==> src/rtl/parity_tx_pkg.sv <==
// Shared types and defaults for the parity serial transmitter.
package parity_tx_pkg;

    typedef enum logic [2:0] {
        IDLE   = 3'd0,
        START  = 3'd1,
        DATA   = 3'd2,
        PARITY = 3'd3,
        STOP   = 3'd4
    } state_t;

    localparam int DEF_DATA_W       = 8;
    localparam int DEF_CLKS_PER_BIT = 4;

    // Counter width that stays at least one bit for a modulus of 1.
    function automatic int cnt_width(input int n);
        return (n <= 1) ? 1 : $clog2(n);
    endfunction

endpackage

==> src/rtl/parity_gen_df.sv <==
// Combinational parity of a data word: XOR chain, inverted for odd parity.
module parity_gen_df #(
    parameter int DATA_W = 8
) (
    input  logic [DATA_W-1:0] data,
    input  logic              odd,
    output logic              parity
);

    logic acc;

    always_comb begin
        acc = 1'b0;
        for (int i = 0; i < DATA_W; i++) begin
            acc = acc ^ data[i];
        end
        parity = odd ? ~acc : acc;
    end

endmodule

==> src/rtl/parity_serial_tx.sv <==
// Serial frame transmitter: start bit, data LSB-first, parity, stop bit.
module parity_serial_tx
    import parity_tx_pkg::*;
#(
    parameter int DATA_W       = DEF_DATA_W,
    parameter int CLKS_PER_BIT = DEF_CLKS_PER_BIT,
    parameter bit ODD_PARITY   = 1'b1
) (
    input  logic              clk,
    input  logic              rst,
    input  logic [DATA_W-1:0] din,
    input  logic              din_valid,
    output logic              din_ready,
    output logic              tx,
    output logic              busy,
    output logic              done
);

    localparam int CNT_W = cnt_width(CLKS_PER_BIT);
    localparam int BIT_W = cnt_width(DATA_W);
    localparam logic [CNT_W-1:0] CNT_LAST = CNT_W'(CLKS_PER_BIT - 1);
    localparam logic [BIT_W-1:0] BIT_LAST = BIT_W'(DATA_W - 1);

    state_t            state, state_n;
    logic [CNT_W-1:0]  cnt, cnt_n;
    logic [BIT_W-1:0]  bit_idx, bit_idx_n;
    logic [DATA_W-1:0] shreg, shreg_n;
    logic              par, par_n, par_din;
    logic              tx_n, busy_n, done_n;
    logic              bit_end;

    parity_gen_df #(.DATA_W(DATA_W)) u_par (
        .data   (din),
        .odd    (ODD_PARITY),
        .parity (par_din)
    );

    assign din_ready = (state == IDLE) && !rst;

    always_comb begin
        state_n   = state;
        cnt_n     = cnt;
        bit_idx_n = bit_idx;
        shreg_n   = shreg;
        par_n     = par;
        done_n    = 1'b0;
        tx_n      = 1'b1;
        bit_end   = (cnt == CNT_LAST);

        if (state != IDLE) begin
            cnt_n = bit_end ? '0 : cnt + CNT_W'(1);
        end

        case (state)
            IDLE: begin
                if (din_valid && din_ready) begin
                    shreg_n   = din;
                    par_n     = par_din;
                    state_n   = START;
                    cnt_n     = '0;
                    bit_idx_n = '0;
                end
            end
            START:  if (bit_end) state_n = DATA;
            DATA: begin
                if (bit_end) begin
                    shreg_n = shreg >> 1;
                    if (bit_idx == BIT_LAST) state_n = PARITY;
                    else                     bit_idx_n = bit_idx + BIT_W'(1);
                end
            end
            PARITY: if (bit_end) state_n = STOP;
            STOP: begin
                if (bit_end) begin
                    state_n = IDLE;
                    done_n  = 1'b1;
                end
            end
            default: state_n = IDLE;
        endcase

        // Outputs are registered, so derive them from the state being entered.
        busy_n = (state_n != IDLE);
        case (state_n)
            START:   tx_n = 1'b0;
            DATA:    tx_n = shreg_n[0];
            PARITY:  tx_n = par_n;
            default: tx_n = 1'b1;
        endcase
    end

    always_ff @(posedge clk or posedge rst) begin
        if (rst) begin
            state   <= IDLE;
            cnt     <= '0;
            bit_idx <= '0;
            shreg   <= '0;
            par     <= 1'b0;
            tx      <= 1'b1;
            busy    <= 1'b0;
            done    <= 1'b0;
        end else begin
            state   <= state_n;
            cnt     <= cnt_n;
            bit_idx <= bit_idx_n;
            shreg   <= shreg_n;
            par     <= par_n;
            tx      <= tx_n;
            busy    <= busy_n;
            done    <= done_n;
        end
    end

endmodule

==> config.mk <==
export PLATFORM = sky130hd
export DESIGN_NAME = parity_serial_tx
export DESIGN_NICKNAME = d
export VERILOG_FILES = /design/src/rtl/parity_tx_pkg.sv /design/src/rtl/parity_gen_df.sv /design/src/rtl/parity_serial_tx.sv
export SDC_FILE = /design/constraint.sdc
export NUM_CORES = 1
export LEC_CHECK = 0
export CORE_ASPECT_RATIO = 0.9
export CORE_UTILIZATION = 55
export CTS_BUF_LIST = sky130_fd_sc_hd__clkbuf_16
export CTS_CLUSTER_DIAMETER = 60
export DETAILED_ROUTE_END_ITERATION = 7
export GPL_TIMING_DRIVEN = 0
export PLACE_DENSITY_LB_ADDON = 0.08
export SETUP_SLACK_MARGIN = 0.02
export SLEW_MARGIN = 40
export SYNTH_ARGS = -nofsm -noshare
export SYNTH_HDL_FRONTEND = slang
export SYNTH_SLANG_ARGS = --single-unit
==> constraint.sdc <==
create_clock -name clk -period 3.8 [get_ports clk]
set_input_delay 0.57 -clock clk [delete_from_list [all_inputs] [get_ports clk]]
set_output_delay 0.57 -clock clk [all_outputs]
set_load 0.01 [all_outputs]
==> results of run 1 <==
==> state kept, by name, summed over array words and instances, names as in the netlist <==
signal / count
bit_idx: 3
busy: 1
cnt: 2
done: 1
par: 1
shreg: 8
state: 3
tx: 1
==> critical path, cell delays in order <==
cell and delay [ns]:
clkdlybuf4s50_1 0.46, nor4_4 0.27, clkdlybuf4s50_1 0.60
==> placed cells by master (no fill, tap or decap), types with 2 or more instances in the layout <==
master,n
a21oi_1,2
clkdlybuf4s50_1,14
clkbuf_16,3
clkinv_1,2
ha_1,3
a22o_1,3
o31ai_1,3
nand3_1,4
o21ai_0,3
buf_2,3
and3_1,3
clkbuf_1,4
a32oi_1,6
inv_1,4
dfrtp_1,19
xnor2_1,6
nand2_1,19
==> report_power, final <==
| part | internal (mW) | switching (mW) | total, mW |
|---|---|---|---|
| clock network | 0.140 | 0.0785 | 0.219 |
| logic | 0.169 | 0.197 | 0.367 |
| registers | 0.304 | 0.0543 | 0.358 |
| total | 0.613 | 0.330 | 0.943 |
==> worst max path at each step <==
stage / start / cells after the start / endpoint
2_1_floorplan: bit_idx[0] / 5 / busy
3_3_place_gp: rst / 3 / din_ready
3_5_place_dp: rst / 3 / din_ready
4_1_cts: rst / 3 / din_ready
5_1_grt: rst / 3 / din_ready
6_report: rst / 3 / din_ready
==> synth_stat cells (all sizes together) (2+ instances only) <==
cell,n
dfrtp,19
nand2,19
a32oi,6
xnor2,6
inv,5
buf,4
clkbuf,4
nand3,4
a22o,3
and3,3
ha,3
o21ai,3
o31ai,3
a21oi,2
nor3b,2
==> cell type report <==
cell class                      instances  area [um^2]
Timing Repair Buffer                   14        140.1
Buffer                                  8        41.29
Inverter                                5        18.77
Clock inverter                          1        3.754
Clock buffer                            3        75.07
Fill cell                             107        436.7
Sequential cell                        20        501.7
Multi-Input combinational cell         70        486.7
Tap cell                               24        30.03
==> per-layer routing <==
metal	part of all wire	vias up	global-route usage	wire length (um)
met5	0	-	0	0
met4	0.018	0	0.1000	38
met3	0.049	5	0.06667	103
met2	0.47	24	0.3676	996
met1	0.46	405	0.3397	978
li1	-	406	-	-
==> per-stage QoR <==
step | hold WS, ns | utilization | power, mW | cell area (um^2)
2_1_floorplan | 0.4376 | - | 0.6123 | 1049
4_1_cts | 0.4778 | 0.7482 | 0.9467 | 1297
6_report | 0.4740 | 0.7482 | 0.9433 | 1297
3_3_place_gp | 0.4582 | 0.7027 | 0.7084 | 1219
5_1_grt | 0.5091 | 0.7482 | 1.014 | 1297
3_5_place_dp | 0.4642 | 0.7027 | 0.7221 | 1219
==> cell families (layout without fill, tap and decap cells) <==
| kind of cell | after synthesis | in the layout | synth area share |
|---|---|---|---|
| simple gates | 37 | 37 | 0.1981 |
| compound gates | 23 | 23 | 0.1718 |
| flops | 20 | 20 | 0.4785 |
| buf+inv | 13 | 31 | 0.05727 |
| xor+xnor | 7 | 7 | 0.05847 |
| fa+ha+maj | 3 | 3 | 0.03580 |
==> flow_summary.toml, run 1 <==
[hold_path]
hp-class = "register to register"
worstHoldStart = "shreg[4]"
min_path_cells = 2
holdPathEnd = "shreg[4]"

[timing]
relSlewSlack = 0.5259
min_period_over_period = 0.6497
worst_pin_slew_ns = 0.7068
skew_ns = 0.002335
max_freq_mhz = 405.0
period_needed_ns = 2.469
slew_violations = 0
tns_ns = 0
setup_slack_ns = 1.331
setup_viol = 0
hold_viol = 0
grt_setup_unrepaired = "false"

[drt]
wirelength_um = 2116
drc = 0
route.vias.total = 840
first_pass_iters = 4
wl_per_cell_um = 14.59
ant_nets = 0
drt-initial-drc-count = 16
avgViaCountPerCell = 5.793

[global_routing]
grt_pass1_wl_um = 3505
grt_pass1_vias = 749
grt_use_total = 0.2473
antenna_found_initial = 0
grt_overflow = 0
grt_max_degree = 21

[floorplan]
floorplan.initialDensity = 0.6046
io_pins = 15
die_area_um2 = 2085
die_h_um = 43.42
coreArea_um2 = 1734
die_x_um = 48.03
placementRows = 14

[synth]
ys_seq_elements = 20
synth_warnings = 0
syn_nets = 117
async_flop_share = 1.000
synth_area_leaders = "dfrtp_1, nand2_1, a32oi_1"
synth_cell_types = 34
synth_edf_count = 0
syn_avg_cell_area_um2 = 10.18
synthCells = 103
synth-main-ff-cell = "dfrtp_1"
syn_area_um2 = 1049
synth_area_leader_cell = "dfrtp_1"
synth_top_cell_area_share = 0.4535
synth-seq-area-share = 0.4785

[place]
post-place-ws_ns = 1.340
place.gp.congestion = 0.7729
place_inst = 141
place.detailed.hpwl_um = 1418
port-buffer-count = 14

[clock_network]
clock_sinks = 20
post_cts.repair.setup_buffers = 0
root_buffer = "clkbuf_16"
clk_pin_slew_ns = 0.05
clk_path_buf_depth = 2
cts_resized = 0
cts_made_buffers = 3
hold_buffers = 0
cts_tree = "yes"
h-tree-depth = 1
clk_latency_ns = 0.25

[critical_path]
r2r-end = "busy"
r2r_slack_ns = 1.85
r2r_cells = 5
worstReg2RegStart = "bit_idx[0]"
crit_path_end_kind = "primary output"
cp-start-kind = "input port"
cp.required_ns = 3.23
cp.arrival_ns = 1.90
crit_fanout = 5
critPathKind = "input port to primary output"

[flow_run]
drv_cap = 0

[layout]
diodes = 0
syn2layout_area_growth_pct = 23.75
nNetsFinal = 136
drive_gt1_frac = 0.09091
finalNonFillerCells = 145

[power]
p_leak_nw = 0.5836
powerDensity_nw_per_um2 = 727.0
ir_drop_mv = 0.5222

[outcome]
status = "finished clean"
No activity file was read; power rests on OpenSTA's default activity.
==> run 2, diff against run 1 <==
CORE_UTILIZATION = 52   (was 55)
clock period = 2.4 ns   (was 3.8 ns; I/O delays follow)
==> run 2 against run 1 <==
Sequential power rose by 58%. Non-clock buffer count did not move. Total power rose by 58%. Critical path depth fell by 1. Sequential share of layout area barely moved. Flip-flop and latch count did not move. Wire length fell by 3.8%. Hold slack improved by 0.00052 ns. Utilization fell by 7.0 points. Worst setup slack got worse by 1.0 ns.
==> flow_summary.toml, run 2 (synthesized netlist as in run 1, its figures left out) <==
[layout]
nNetsFinal = 136
fin_area_um2 = 1299
drive_gt1_frac = 0.09091
top_regs = "shreg: 8 flops, bit_idx: 3 flops, state: 3 flops"
diodes = 0
largest_reg_flops = 8
finalNonFillerCells = 146
top_register = "shreg"
layout_common_cells = "nand2_1, dfrtp_1, clkdlybuf4s50_1, a32oi_1, xnor2_1"
final_core_util = 0.6784
syn2layout_area_growth_pct = 23.87
n_fill_cell = 158

[power]
p_leak_nw = 0.5836
ir_drop_mv = 0.8384
powerDensity_nw_per_um2 = 1144

[critical_path]
r2r_slack_ns = 0.44
cp.buffers_inverters = 1
worstReg2RegStart = "bit_idx[0]"
cpLargestDelayFamily = "buffers and inverters"
crit_fanout = 8
cpMaxStageDelayCell = "clkdlybuf4s50_1"
crit_path_max_incr_delay_ns = 0.60
r2r_cells = 5
r2r-end = "busy"
critPathKind = "register to primary output"
cp-start-kind = "register"
cp.required_ns = 2.04
crit_chain = "nor4_4 > clkdlybuf4s50_1"
crit_path_end_kind = "primary output"
cp.arrival_ns = 1.73

[global_routing]
grt_max_degree = 21
grt_pass1_wl_um = 3567
antenna_found_initial = 0
grt_pass1_vias = 780
grt_overflow = 0
grt_use_total = 0.2195

[clock_network]
clock_sinks = 20
cts_made_buffers = 3
cts_resized = 0
cts_tree = "yes"
clk_pin_slew_ns = 0.05
root_buffer = "clkbuf_16"
clk_path_buf_depth = 2
clk_latency_ns = 0.25
hold_buffers = 0
post_cts.repair.setup_buffers = 0
h-tree-depth = 1

[floorplan]
floorplan.initialDensity = 0.5477
placementRows = 15
io_pins = 15
coreArea_um2 = 1914
die_h_um = 44.60
die_area_um2 = 2200
die_x_um = 49.33

[hold_path]
worstHoldStart = "shreg[2]"
hp-class = "register to register"
min_path_cells = 2
holdPathEnd = "shreg[2]"

[drt]
avgViaCountPerCell = 5.870
drc = 0
route.vias.total = 857
first_pass_iters = 4
wl_per_cell_um = 13.95
drt-initial-drc-count = 21
ant_nets = 0
wirelength_um = 2036

[place]
postPlaceCellArea_um2 = 1220
port-buffer-count = 14
place.gp.congestion = 0.7489
place_inst = 142
place.detailed.hpwl_um = 1441

[timing]
max_freq_mhz = 478.4
whs_ns = 0.4746
period_needed_ns = 2.090
hold_viol = 0
worst_pin_slew_ns = 0.7051
min_period_over_period = 0.8710
tns_ns = 0
relSlewSlack = 0.5270
skew_ns = 0.0008202
grt_setup_unrepaired = "false"
slew_violations = 0
setup_viol = 0

[flow_run]
drv_cap = 0

[outcome]
status = "finished clean"
run 2: worst max-delay path by stage:
stage	from	to	slack [ns]	depth (start not counted)
after floorplan	bit_idx[0]	busy	0.66	5
after global placement	rst	busy	0.23	6
after detailed placement	rst	busy	0.21	6
after CTS	state[1]	din_ready	0.32	2
after global routing	state[1]	din_ready	0.24	2
final	state[1]	din_ready	0.31	2
run 2: worst register-to-register path: stages (launching register included):
cell and delay (ns):
dfrtp_1 0.41, ha_1 0.21, ha_1 0.17, clkbuf_1 0.18, a311oi_1 0.47, or3b_1 0.39
run 2: per-stage QoR:
step	setup slack (ns)	total power, mW
final	0.3096	1.486
after global routing	0.2385	1.598
after CTS	0.3157	1.490
after detailed placement	0.2129	1.146
after global placement	0.2301	1.119
after floorplan	0.6639	0.9695
run 2: power breakdown:
group	total (mW)	internal (mW)	switching (mW)
Combinational	0.579	0.268	0.311
Clock	0.343	0.222	0.121
Sequential	0.564	0.480	0.0835
run 2: final cells by class:
cell class              instances  area, um^2  area share
repair buffers                 14       140.1      0.1079
clock buffers                   3       75.07     0.05780
clock inverters                 1       3.754    0.002890
flip-flops and latches         20       501.7      0.3863
plain buffers                   8       41.29     0.03179
well taps                      25       31.28     0.02408
multi-input cells              70       486.7      0.3748
inverters                       5       18.77     0.01445
run 2: per-layer routing:
metal,GRT usage,vias to the layer above,share of wire
li1,-,408,-
met1,0.3100,417,0.46
met3,0.03436,5,0.047
met2,0.3233,27,0.47
met5,0,-,0
met4,0.1235,0,0.022
